--- config.mk ---
export PLATFORM = sky130hd
export DESIGN_NAME = golden_check_harness_flat
export DESIGN_NICKNAME = d
export VERILOG_FILES = /design/src/rtl/golden_check_pkg.sv /design/src/rtl/golden_check_if.sv /design/src/rtl/sat_counter.sv /design/src/rtl/golden_check_harness.sv /design/src/flat_wrapper.sv
export SDC_FILE = /design/constraint.sdc
export NUM_CORES = 1
export LEC_CHECK = 0
export ABC_AREA = 1
export CORE_AREA = 2 2 161 163
export DETAILED_ROUTE_END_ITERATION = 8
export DIE_AREA = 0 0 163 165
export GPL_TIMING_DRIVEN = 0
export PLACE_DENSITY = 0.85
export SLEW_MARGIN = 10
export SYNTH_ARGS = -nofsm -noshare
export SYNTH_HDL_FRONTEND = slang
export SYNTH_HIERARCHICAL = 1
export SYNTH_SLANG_ARGS = --single-unit
--- constraint.sdc ---
create_clock -name ap_clk -period 2.4 [get_ports ap_clk]
set_input_delay 0.6 -clock ap_clk [delete_from_list [all_inputs] [get_ports ap_clk]]
set_output_delay 0.6 -clock ap_clk [all_outputs]
set_load 0.05 [all_outputs]
--- src/rtl/golden_check_pkg.sv ---
// Shared types and width helpers for the golden-vector check harness.
package golden_check_pkg;

    typedef enum logic [5:0] {
        S_IDLE  = 6'b000001,
        S_CHECK = 6'b000010,
        S_FETCH = 6'b000100,
        S_LOAD  = 6'b001000,
        S_START = 6'b010000,
        S_WAIT  = 6'b100000
    } state_e;

    function automatic int clog2(input int value);
        int res;
        res = 0;
        for (int k = 0; k < 31; k++) begin
            if ((1 << k) < value) res = k + 1;
        end
        return res;
    endfunction

    // Index must be able to hold DEPTH itself, which marks the end of a run.
    function automatic int addr_width(input int depth);
        return clog2(depth + 1);
    endfunction

endpackage

--- src/rtl/golden_check_if.sv ---
// Vector-ROM read port and compute-core handshake shared by harness and its peers.
interface golden_check_if #(
    parameter int DATA_W = 64,
    parameter int ADDR_W = 5
);
    logic [ADDR_W-1:0] vec_addr;
    logic              vec_ce;
    logic [DATA_W-1:0] a_q;
    logic [DATA_W-1:0] b_q;
    logic [DATA_W-1:0] z_q;
    logic              core_start;
    logic              core_ready;
    logic              core_done;
    logic [DATA_W-1:0] core_a;
    logic [DATA_W-1:0] core_b;
    logic [DATA_W-1:0] core_return;

    modport master (
        output vec_addr, vec_ce, core_start, core_a, core_b,
        input  a_q, b_q, z_q, core_ready, core_done, core_return
    );

    modport slave (
        input  vec_addr, vec_ce, core_start, core_a, core_b,
        output a_q, b_q, z_q, core_ready, core_done, core_return
    );
endinterface

--- src/rtl/sat_counter.sv ---
// Up-counter that sticks at all-ones instead of wrapping; synchronous clear wins over increment.
module sat_counter #(
    parameter int CNT_W = 8
) (
    input  logic             clk,
    input  logic             rst_n,
    input  logic             clr,
    input  logic             inc,
    output logic [CNT_W-1:0] count
);
    logic [CNT_W-1:0] count_q, count_d;

    always_comb begin
        count_d = count_q;
        if (clr) begin
            count_d = '0;
        end else if (inc && (count_q != '1)) begin
            count_d = count_q + 1'b1;
        end
    end

    always_ff @(posedge clk or negedge rst_n) begin
        if (!rst_n) count_q <= '0;
        else        count_q <= count_d;
    end

    assign count = count_q;
endmodule

--- src/rtl/golden_check_harness.sv ---
// Replays DEPTH stored vectors through a compute core and counts results that
// differ from the stored golden value, with timeout and stop-on-first-error modes.
module golden_check_harness
    import golden_check_pkg::*;
#(
    parameter  int DATA_W   = 64,
    parameter  int DEPTH    = 20,
    parameter  int CNT_W    = 8,
    parameter  int MAX_WAIT = 1024,
    localparam int ADDR_W   = addr_width(DEPTH)
) (
    input  logic              ap_clk,
    input  logic              ap_rst_n,
    input  logic              ap_start,
    output logic              ap_done,
    output logic              ap_idle,
    output logic              ap_ready,
    output logic [CNT_W-1:0]  ap_return,
    input  logic              stop_on_err,
    output logic              first_err_vld,
    output logic [ADDR_W-1:0] first_err_idx,
    output logic              timeout_seen,
    golden_check_if.master    bus
);
    localparam int WAIT_W = clog2(MAX_WAIT + 1);

    state_e            state_q, state_d;
    logic [ADDR_W-1:0] idx_q, idx_d;
    logic              stop_mode_q, stop_mode_d;
    logic              err_vld_q, err_vld_d;
    logic [ADDR_W-1:0] err_idx_q, err_idx_d;
    logic              timeout_q, timeout_d;
    logic [WAIT_W-1:0] wait_cnt_q, wait_cnt_d;
    logic [DATA_W-1:0] core_a_q, core_a_d;
    logic [DATA_W-1:0] core_b_q, core_b_d;
    logic [DATA_W-1:0] golden_q, golden_d;
    logic              finish;
    logic              expired;
    logic              mismatch;
    logic              cnt_clr;
    logic              cnt_inc;

    assign finish  = (idx_q == ADDR_W'(DEPTH)) || (stop_mode_q && err_vld_q);
    assign expired = (wait_cnt_q == WAIT_W'(MAX_WAIT - 1));

    always_comb begin
        state_d     = state_q;
        idx_d       = idx_q;
        stop_mode_d = stop_mode_q;
        err_vld_d   = err_vld_q;
        err_idx_d   = err_idx_q;
        timeout_d   = timeout_q;
        wait_cnt_d  = wait_cnt_q;
        core_a_d    = core_a_q;
        core_b_d    = core_b_q;
        golden_d    = golden_q;
        mismatch    = 1'b0;
        cnt_clr     = 1'b0;
        cnt_inc     = 1'b0;
        case (state_q)
            S_IDLE: begin
                if (ap_start) begin
                    idx_d       = '0;
                    err_vld_d   = 1'b0;
                    err_idx_d   = '0;
                    timeout_d   = 1'b0;
                    stop_mode_d = stop_on_err;
                    cnt_clr     = 1'b1;
                    state_d     = S_CHECK;
                end
            end
            S_CHECK: state_d = finish ? S_IDLE : S_FETCH;
            S_FETCH: state_d = S_LOAD;
            S_LOAD: begin
                core_a_d = bus.a_q;
                core_b_d = bus.b_q;
                golden_d = bus.z_q;
                state_d  = S_START;
            end
            S_START: begin
                if (bus.core_ready) begin
                    wait_cnt_d = '0;
                    state_d    = S_WAIT;
                end
            end
            S_WAIT: begin
                // A done arriving on the expiry cycle is still compared normally.
                if (bus.core_done || expired) begin
                    mismatch = bus.core_done ? (bus.core_return != golden_q) : 1'b1;
                    if (!bus.core_done) timeout_d = 1'b1;
                    if (mismatch) begin
                        cnt_inc = 1'b1;
                        if (!err_vld_q) begin
                            err_vld_d = 1'b1;
                            err_idx_d = idx_q;
                        end
                    end
                    idx_d   = idx_q + 1'b1;
                    state_d = S_CHECK;
                end else begin
                    wait_cnt_d = wait_cnt_q + 1'b1;
                end
            end
            default: state_d = S_IDLE;
        endcase
    end

    always_ff @(posedge ap_clk or negedge ap_rst_n) begin
        if (!ap_rst_n) begin
            state_q     <= S_IDLE;
            idx_q       <= '0;
            stop_mode_q <= 1'b0;
            err_vld_q   <= 1'b0;
            err_idx_q   <= '0;
            timeout_q   <= 1'b0;
            wait_cnt_q  <= '0;
            core_a_q    <= '0;
            core_b_q    <= '0;
            golden_q    <= '0;
        end else begin
            state_q     <= state_d;
            idx_q       <= idx_d;
            stop_mode_q <= stop_mode_d;
            err_vld_q   <= err_vld_d;
            err_idx_q   <= err_idx_d;
            timeout_q   <= timeout_d;
            wait_cnt_q  <= wait_cnt_d;
            core_a_q    <= core_a_d;
            core_b_q    <= core_b_d;
            golden_q    <= golden_d;
        end
    end

    sat_counter #(.CNT_W(CNT_W)) u_mismatch_cnt (
        .clk   (ap_clk),
        .rst_n (ap_rst_n),
        .clr   (cnt_clr),
        .inc   (cnt_inc),
        .count (ap_return)
    );

    assign ap_done        = (state_q == S_CHECK) && finish;
    assign ap_ready       = ap_done;
    assign ap_idle        = (state_q == S_IDLE) && !ap_start;
    assign first_err_vld  = err_vld_q;
    assign first_err_idx  = err_idx_q;
    assign timeout_seen   = timeout_q;
    assign bus.vec_ce     = (state_q == S_FETCH);
    assign bus.vec_addr   = (state_q == S_FETCH) ? idx_q : '0;
    assign bus.core_start = (state_q == S_START);
    assign bus.core_a     = core_a_q;
    assign bus.core_b     = core_b_q;
endmodule

--- src/flat_wrapper.sv ---
// flat-port wrapper written by rule: the top's interface ports become plain ports
module golden_check_harness_flat import golden_check_pkg::*;
#(
    parameter  int DATA_W   = 64,
    parameter  int DEPTH    = 20,
    parameter  int CNT_W    = 8,
    parameter  int MAX_WAIT = 1024,
    localparam int ADDR_W   = addr_width(DEPTH)
)
  (ap_clk, ap_rst_n, ap_start, ap_done, ap_idle, ap_ready, ap_return, stop_on_err, first_err_vld, first_err_idx, timeout_seen, bus_vec_addr, bus_vec_ce, bus_core_start, bus_core_a, bus_core_b, bus_a_q, bus_b_q, bus_z_q, bus_core_ready, bus_core_done, bus_core_return);
  golden_check_if #(.DATA_W(DATA_W), .ADDR_W((addr_width(DEPTH)))) bus_i ();
  input  logic ap_clk;
  input  logic ap_rst_n;
  input  logic ap_start;
  output logic ap_done;
  output logic ap_idle;
  output logic ap_ready;
  output logic [CNT_W-1:0] ap_return;
  input  logic stop_on_err;
  output logic first_err_vld;
  output logic [ADDR_W-1:0] first_err_idx;
  output logic timeout_seen;
  output wire logic [$bits(bus_i.vec_addr)-1:0] bus_vec_addr;
  output wire logic [$bits(bus_i.vec_ce)-1:0] bus_vec_ce;
  output wire logic [$bits(bus_i.core_start)-1:0] bus_core_start;
  output wire logic [$bits(bus_i.core_a)-1:0] bus_core_a;
  output wire logic [$bits(bus_i.core_b)-1:0] bus_core_b;
  input wire logic [$bits(bus_i.a_q)-1:0] bus_a_q;
  input wire logic [$bits(bus_i.b_q)-1:0] bus_b_q;
  input wire logic [$bits(bus_i.z_q)-1:0] bus_z_q;
  input wire logic [$bits(bus_i.core_ready)-1:0] bus_core_ready;
  input wire logic [$bits(bus_i.core_done)-1:0] bus_core_done;
  input wire logic [$bits(bus_i.core_return)-1:0] bus_core_return;
  assign bus_vec_addr = bus_i.vec_addr;
  assign bus_vec_ce = bus_i.vec_ce;
  assign bus_core_start = bus_i.core_start;
  assign bus_core_a = bus_i.core_a;
  assign bus_core_b = bus_i.core_b;
  assign bus_i.a_q = bus_a_q;
  assign bus_i.b_q = bus_b_q;
  assign bus_i.z_q = bus_z_q;
  assign bus_i.core_ready = bus_core_ready;
  assign bus_i.core_done = bus_core_done;
  assign bus_i.core_return = bus_core_return;
  golden_check_harness #(.DATA_W(DATA_W), .DEPTH(DEPTH), .CNT_W(CNT_W), .MAX_WAIT(MAX_WAIT)) u_core (.ap_clk(ap_clk), .ap_rst_n(ap_rst_n), .ap_start(ap_start), .ap_done(ap_done), .ap_idle(ap_idle), .ap_ready(ap_ready), .ap_return(ap_return), .stop_on_err(stop_on_err), .first_err_vld(first_err_vld), .first_err_idx(first_err_idx), .timeout_seen(timeout_seen), .bus(bus_i));
endmodule
Yosys cells after proc, flatten, opt, wreduce, memory -nomap -nowiden
Cells that the tools add are included.
{"block": "op_classes", "addsub": 3, "n_eq_ne": 17, "mux": 31, "n_reduce_logical": 17}
{"cell": "$ne 64x64->1", "n": 1}
{"cell": "$pmux 6 s6", "n": 1}
{"cell": "$mux 5", "n": 6}
{"cell": "$mux 11", "n": 2}
{"cell": "$pmux 11 s2", "n": 1}
{"cell": "$pmux 5 s2", "n": 2}
{"cell": "$mux 6", "n": 3}
{"cell": "$mux 8", "n": 2}
{"cell": "$add 11x1->11 const B", "n": 1}
{"cell": "$eq 11x10->1 const B", "n": 1}
{"cell": "$mux 1", "n": 11}
{"cell": "$reduce_and 3->1", "n": 3}
{"cell": "$add 8x1->8 const B", "n": 1}
{"cell": "$ne 2x2->1 const B", "n": 4}
{"cell": "$ne 8x8->1 const B", "n": 1}
{"cell": "$reduce_and 4->1", "n": 2}
{"cell": "$eq 6x1->1 const B", "n": 1}
{"cell": "$eq 6x2->1 const B", "n": 1}
{"cell": "$eq 6x3->1 const B", "n": 1}
{"cell": "$eq 6x4->1 const B", "n": 1}
{"cell": "$eq 6x5->1 const B", "n": 1}
{"cell": "$eq 6x6->1 const B", "n": 1}
{"cell": "$ne 2x1->1 const B", "n": 3}
{"cell": "$reduce_bool 2->1", "n": 3}
{"cell": "9 further kinds", "n": 14}
{"block": "totals", "register_bits": 230, "wordCells": 79}

Depth between registers and ports, before layout
Gate-level depths: netlist (run 1).
{"block": "logic_depth", "depth_word": 8, "ltp_mapped": 16, "depth_no_buf": 16}

Hierarchy
The synthesis (run 1) kept the hierarchy.
{"module": "golden_check_harness", "n_inst": 1, "cells_per_inst": 909, "area_each_um2": 9789.4, "seq_area_each_um2": 5556.6}
{"module": "sat_counter", "n_inst": 1, "cells_per_inst": 74, "area_each_um2": 511.7, "seq_area_each_um2": 200.2}

Worst setup path after synthesis (run 1)
No wires, ideal clock.
{"block": "synth_path", "path_type": "reg-to-output", "startpoint": "reg u_core.err_vld_q, in the netlist u_core/first_err_vld", "endpoint": "out ap_ready", "arrival_ns": 2.033, "required_ns": 1.800, "path_slack_ns": -0.233, "path_stages_with_launch": 5, "path_buffers": 1, "path_cell_list": "dfrtp_1 > inv_1 > o21a_1 > nor2_1 > buf_4"}
{"block": "synth_via", "elab_chain_cells": 3}
{"item": "start: declaration", "line_no": "golden_check_harness.sv:30", "rtl": "logic err_vld_q, err_vld_d;"}
{"item": "start signal: assignment", "line_no": "golden_check_harness.sv:124", "rtl": "err_vld_q <= err_vld_d;"}
{"item": "$logic_and 1x1->1", "line_no": "golden_check_harness.sv:43", "rtl": "assign finish = (idx_q == ADDR_W'(DEPTH)) || (stop_mode_q && err_vld_q);"}
{"item": "$logic_or 1x1->1", "line_no": "golden_check_harness.sv:43"}
{"item": "$logic_and 1x1->1", "line_no": "golden_check_harness.sv:142", "rtl": "assign ap_done = (state_q == S_CHECK) && finish;"}
{"item": "end: declaration", "line_no": "flat_wrapper.sv:17", "rtl": "output logic ap_ready;"}
Every way passes these cells.

Final worst setup path (run 1)
{"block": "layout_path", "startpoint": "reg u_core.state_q[3]", "endpoint": "out ap_ready"}
{"block": "layout_via", "elab_chain_cells": 2}
{"item": "start: declaration", "line_no": "golden_check_harness.sv:27", "rtl": "state_e state_q, state_d;"}
{"item": "start signal: assignment", "line_no": "golden_check_harness.sv:121", "rtl": "state_q <= state_d;"}
{"item": "$eq 6x2->1", "line_no": "golden_check_harness.sv:142"}
{"item": "$logic_and 1x1->1", "line_no": "golden_check_harness.sv:142"}
Every way passes these cells.

==> results.toml, run 1 <==
[synthesis]
syn_avg_cell_area_um2 = 10.5
synthCells = 983
synth_compound_area_share_pct = 3.62
syn_nets = 1249
yosys_warnings = 6
ys_ff_latch = 230
synthXorXnorAreaFrac_pct = 1.45
seq_area_frac_synth_pct = 55.9
synth_top_family_by_area = "multiplexers"
synthMuxAreaShare_pct = 17.9
yosys.area_share.simple_pct = 15.1
synthDistinctLibCells = 39
syn-cell-area_um2 = 10300
synth_fa_ha_area_share_pct = 0.486

[job]
maxCapViolCount = 0

[routing]
dr_total_vias = 8631
wl_um = 32100
firstDrtPassIters = 5
vias_per_cell = 4.82
ant_nets = 0
drtIter0Drc = 484
wl_per_cell_um = 17.9
drc = 0

[grt]
grt_pass1_vias = 9222
overflow = 0
grt_usage_pct = 23.2
antenna_found_initial = 1
grt_pass1_wl_um = 48500
grt_max_degree = 110

[power_and_ir_drop]
p_comb_share_pct = 49.6
p_sw_share_pct = 43.0
p_seq_share_pct = 31.5
ir_drop_mv = 1.52
p_switching_mw = 9.02
p_int_mw = 11.9
clkPwrFrac_pct = 18.9
power.leakage_nw = 7.28
p_per_area_nw_per_um2 = 1310
power_mw = 21.0

[timing]
timing.final.crit_share_pct = 98.6
hold-worst-slack_ps = 496
slew_headroom_pct = 55.2
fmax_mhz = 423
rsz0062_at_grt = "true"
setup_tns_ps = 0
setup_violations = 0
min_period_ps = 2370
slew_violations = 0
worst_slew_pin_slew_ps = 675
skew_ps = 16.9
hold_viol = 0

[clock_network]
cts_buffers = 26
clock-sinks = 230
cts-root-buf = "clkbuf_16"
clk_pin_slew_ps = 60
cts_tree = "yes"
cts_max_path_buffers = 3
clock_latency_ps = 530
h-tree-depth = 1

[floorplanning]
die_area_um2 = 26900
io_pins = 415
rows = 58
die_h_um = 165
die_x_um = 163
initial_core_util_pct = 41.1
core_um2 = 25000

[placed_design]
place_congestion = 0.849
placed_cells = 1729
port-buffer-count = 414
dp_hpwl_um = 24100

[worst_setup_path]
startpoint_type = "flop"
slowest_stage = "dfrtp_1"
worstPathArrival_ps = 1770
slowest_delay_ps = 410
crit_path_frequent_cell = "nor2_4"
worstPathMaxFanout = 4
required_ps = 1800
cp_cell_sequence = "nor2_4 -> nand4_1 -> nor2_4 -> buf_6 -> buf_8"
end_kind = "output port"
path_class = "reg2out"

[outcome]
status = "complete, no violations"

[cells_and_area]
syn_to_final_growth_pct = 55.1
most-common-layout-cells = "391 x clkdlybuf4s50_1, 228 x dfrtp_1, 174 x nand2_1"
final_net_count = 1708
n_fill_cell = 1876
instances_no_fill = 1792
final_common_cell = "clkdlybuf4s50_1"
drive_gt1_share_pct = 20.5

[hold_path]
worstHoldPathType = "in2async"
## registers in the layout, indices dropped and copies added (netlist names)
| signal | cells |
|---|---|
| u_core/bus.core_a | 64 |
| u_core/bus.core_b | 64 |
| u_core/first_err_idx | 5 |
| u_core/first_err_vld | 1 |
| u_core/golden_q | 64 |
| u_core/idx_q | 5 |
| u_core/state_q | 6 |
| u_core/stop_mode_q | 1 |
| u_core/timeout_seen | 1 |
| u_core/u_mismatch_cnt/count | 8 |
| u_core/wait_cnt_q | 11 |
## Yosys cell counts (all sizes together)
library cell	n	area (um^2)
or2	8	50.1
inv	113	429
mux2	164	1850
o21ai	18	93.8
o21bai	2	15.0
nand4	12	81.3
a21oi	42	225
dfstp	1	26.3
nand2	180	701
clkinv	1	8.76
o21a	2	15.0
dfrtp	229	5730
a31oi	1	6.26
xnor2	17	149
nor2	119	459
nor4	1	6.26
nor3	7	51.3
o311a	1	10.0
nand3	34	205
clkbuf	2	7.51
o31ai	1	7.51
ha	4	50.1
buf	24	126
## routing by layer
metal  up-vias  share of wire [%]  global-route usage [%]
met5         -                  0                       0
met4         0                5.0                    11.2
met3        89                8.5                    6.91
met2       342                 51                    42.4
met1      4105                 35                    24.4
li1       4095                  -                       -
## final cells by class
| class | instances | area (um^2) | area share, % |
|---|---|---|---|
| clock inverter | 6 | 63.8 | 0.399 |
| antenna | 1 | 2.50 | 0.0157 |
| multi-input combinational | 613 | 4040 | 25.3 |
| tap | 330 | 413 | 2.58 |
| clock buffer | 41 | 798 | 5.00 |
| buffer | 26 | 139 | 0.869 |
| sequential | 230 | 5760 | 36.0 |
| inverter | 114 | 438 | 2.74 |
| timing repair buffer | 431 | 4320 | 27.1 |
## path summary, 6_finish.rpt
check	depth (start not counted)	to	slack (ps)	startpoint
max	5	ap_ready	30	u_core/state_q[3]
min	2	u_core/golden_q[36]	500	ap_rst_n
max reg2reg	9	u_core/u_mismatch_cnt/count[1]	220	u_core/state_q[0]
min reg2reg	1	u_core/timeout_seen	500	u_core/timeout_seen
max in group asynchronous	3	u_core/bus.core_b[25]	1100	ap_rst_n
min in group ap_clk	1	u_core/timeout_seen	500	u_core/timeout_seen
## critical path, delay by kind of cell (launching register included)
kind                   cells  cell delay [ps]
buffers and inverters      2              240
DFF                        1              410
and+or+nand+nor            3              570
## power groups by stage
stage | clock [mW] | combinational [mW] | sequential, mW
after floorplan | 0 | 2.60 | 10.5
after global placement | 0 | 10.1 | 6.52
after detailed placement | 0 | 10.3 | 6.62
after CTS | 4.06 | 10.4 | 6.59
after global routing | 4.22 | 10.9 | 6.78
final | 3.97 | 10.4 | 6.60
## what timing repair did
item,CTS,global route
setup endpoints to repair,105,19
gates resized for setup,82,18
pin swaps,4,3
hold buffers,1,0
buffers inserted,8,6
hold endpoints to repair,15,0
## logic make-up (layout without fill, tap and decap cells)
group,after synthesis,in the layout
AOI/OAI and AO/OA,67,67
other,0,1
xor gates and xnor gates,17,17
muxes,164,164
DFF,230,230
and+or+nand+nor,361,361
buffers and inverters,140,618
adders and majority gates,4,4
## stage by stage
stage / utilization (%) / setup slack (ps) / instance area, um^2
global route: 63.8 / -65.3 / 16000
global placement: 59.4 / -9190 / 14900
floorplan: - / 44.0 / 10300
detailed placement: 59.6 / -432 / 14900
CTS: 63.4 / -16.2 / 15900
finish: 63.8 / 34.3 / 16000
(Power assumes the default switching activity.)
==> run 2, diff against run 1 <==
CELL_PAD_IN_SITES_DETAIL_PLACEMENT = 2   (was unset)
CELL_PAD_IN_SITES_GLOBAL_PLACEMENT = 2   (was unset)
CORE_AREA = unset   (was 2 2 161 163)
CORE_MARGIN = 1   (was unset)
CORE_UTILIZATION = 26   (was unset)
CTS_BUF_LIST = sky130_fd_sc_hd__clkbuf_2   (was unset)
DIE_AREA = unset   (was 0 0 163 165)
PLACE_DENSITY = 0.9   (was 0.85)
SYNTH_HIERARCHICAL = unset   (was 1)
==> run 2 against run 1 <==
Compared with the run above:
- the run now ends with design-rule violations, negative setup slack left
- non-clock buffer count increased by 24
- total power increased by 1.2%
- sequential power increased by 5.0%
- routed wire length increased by 63%
- count of clock-buffer cells in the layout increased by 53
- utilization decreased by 24 points
- global-route usage increased by 0.87 points
- via count increased by 22%
- die area increased by 58%
- critical path type unchanged
==> results.toml, run 2 <==
[outcome]
status = "finished, violations left"
violations = "design-rule violations, negative setup slack"

[routing]
drtIter0Drc = 396
ant_nets = 0
wl_per_cell_um = 23.1
firstDrtPassIters = 6
wl_um = 52300
dr_total_vias = 10572
drc = 24
vias_per_cell = 4.67

[grt]
grt_max_degree = 100
overflow = 0
antenna_found_initial = 12
grt_pass1_vias = 12393
grt_usage_pct = 24.1
grt_pass1_wl_um = 76100

[floorplanning]
core_um2 = 41000
die_area_um2 = 42500
rows = 74
die_x_um = 206
die_h_um = 206
io_pins = 415
initial_core_util_pct = 26.4

[timing]
hold_viol = 0
fmax_mhz = 350
worst_slew_pin_slew_ps = 586
hold-worst-slack_ps = 206
slew_violations = 0
setup_violations = 11
timing.final.crit_share_pct = 119
slew_headroom_pct = 60.9
min_period_ps = 2860
setup_slack_ps = -460
skew_ps = 66.0
rsz0062_at_grt = "true"

[cells_and_area]
final_net_count = 1950
final_common_cell = "clkdlybuf4s50_1"
most-common-layout-cells = "260 x clkdlybuf4s50_1, 253 x nand2_1, 227 x dfrtp_1"
final_area_um2 = 16400
fin_util_pct = 40.0
n_fill_cell = 4457
syn_to_final_growth_pct = 51.4
instances_no_fill = 2262
drive_gt1_share_pct = 29.0

[clock_network]
clock-sinks = 230
clk_pin_slew_ps = 110
h-tree-depth = 3
cts_max_path_buffers = 3
clock_latency_ps = 920
cts_buffers = 72
cts_tree = "yes"
cts-root-buf = "clkbuf_2"

[power_and_ir_drop]
power_mw = 21.2
power.leakage_nw = 7.92
ir_drop_mv = 0.777
p_per_area_nw_per_um2 = 1290

[worst_setup_path]
worstPathArrival_ps = 2260
path_class = "reg2out"
end_kind = "output port"
worstPathMaxFanout = 7
r2r_cells = 14
startpoint_type = "flop"
required_ps = 1800

[synthesis]
synthCells = 1161
synth_enable_flop_cells = 0
syn_nets = 1427
yosys_warnings = 0
synth_top_cell_area_share_pct = 52.8
synthArstFlopShare_pct = 100
ys.flop_type = "dfrtp_1"
syn-cell-area_um2 = 10800
seq_area_frac_synth_pct = 53.1
synth_area_leaders = "dfrtp_1 53%, mux2_2 14%, nand2_1 8.8%"
yosysMostFrequentCell = "nand2_1"
yosysTopAreaCell = "dfrtp_1"
synth_commonest_cells = "254 x nand2_1, 229 x dfrtp_1, 147 x inv_1, 142 x nor2_1, 139 x mux2_2"
synthDistinctLibCells = 37
ys_ff_latch = 230
syn_avg_cell_area_um2 = 9.34

[placed_design]
port-buffer-count = 414
dpl_cell_area_um2 = 15700
dp_hpwl_um = 37100
place_congestion = 0.832
placed_cells = 2109

[hold_path]
worstHoldPathType = "in2async"

[job]
maxCapViolCount = 0
run 2: changes by cell type in the layout (fill, tap and decap cells not counted), sizes merged, moves of 8 or more:
cell	previous run	this run
a21oi	42	61
buf	51	165
clkbuf	43	94
clkdlybuf4s15	0	48
clkdlybuf4s50	391	260
diode	1	11
inv	113	152
mux2	164	139
nand2	180	256
nor2	119	147
o21ai	18	26
xor2	0	14
run 2: worst max-delay path, cell delays in order (launching register included):
cell     delay, ps
dfrtp_1        450
buf_4          160
inv_1           90
nand4_1        160
buf_6          200
nor2_4         130
buf_8          160
run 2: logic make-up (layout without fill, tap and decap cells):
logic type                 count (synthesis)  count (layout)  share of synthesized area (%)
AOI/OAI and AO/OA                         96              96                           4.64
buffers and inverters                    183             741                           6.75
other                                      0              11                              0
adders and majority gates                  4               4                          0.462
xor gates and xnor gates                  27              27                           2.18
DFF                                      230             230                           53.1
muxes                                    139             139                           14.4
and+or+nand+nor                          482             482                           18.4
run 2: path summary, 6_finish.rpt:
path	slack, ps	start	end
worst max-delay path	-460	u_core.state_q[3]	bus_vec_addr[3]
worst min-delay path	210	ap_rst_n	u_core.stop_mode_q
min in group ap_clk	260	bus_z_q[33]	u_core.golden_q[33]
worst max register to register	-10	u_core.state_q[3]	u_core.wait_cnt_q[2]
max in group asynchronous	1210	ap_rst_n	u_core.bus.core_a[0]
worst min register to register	510	u_core.bus.core_a[34]	u_core.bus.core_a[34]
run 2: repair_timing:
action                                  in CTS  in global routing
endpoints found under the setup margin     154                 26
gates resized for setup                    716                 16
endpoints found under the hold margin       57                  0
pin swaps                                    7                  8
hold buffers                                 1                  0
setup buffers                               16                 16
run 2: layer usage:
layer / GRT usage, % / up-vias / part of all wire, %
li1: - / 4788 / -
met1: 25.9 / 5289 / 37
met2: 43.9 / 386 / 52
met3: 6.54 / 107 / 6.4
met4: 10.3 / 2 / 3.8
met5: 0 / - / 0.017
run 2: cell type report:
cell class              instances  area (um^2)  share of cell area [%]
repair buffers                449         4120                    25.1
well taps                     532          666                    4.05
inverters                     151          573                    3.49
flip-flops and latches        230         5760                    35.1
clock inverters                15          139                   0.846
multi-input cells             748         4500                    27.4
diodes                         11         27.5                   0.168
clock buffers                  94          470                    2.87
plain buffers                  32          164                   0.998
run 2: metrics by stage:
step / worst slack (ps) / setup TNS, ps
after floorplan: 202 / 0
after global placement: -9820 / -2255090
after detailed placement: -607 / -9550
after CTS: -480 / -4360
after global routing: -578 / -6260
final: -460 / -4190
run 2: report_power, final:
group	leakage [nW]	internal, mW	switching, mW
Sequential	2.72	5.66	1.27
Clock	0.456	1.36	1.94
Combinational	4.74	3.43	7.55
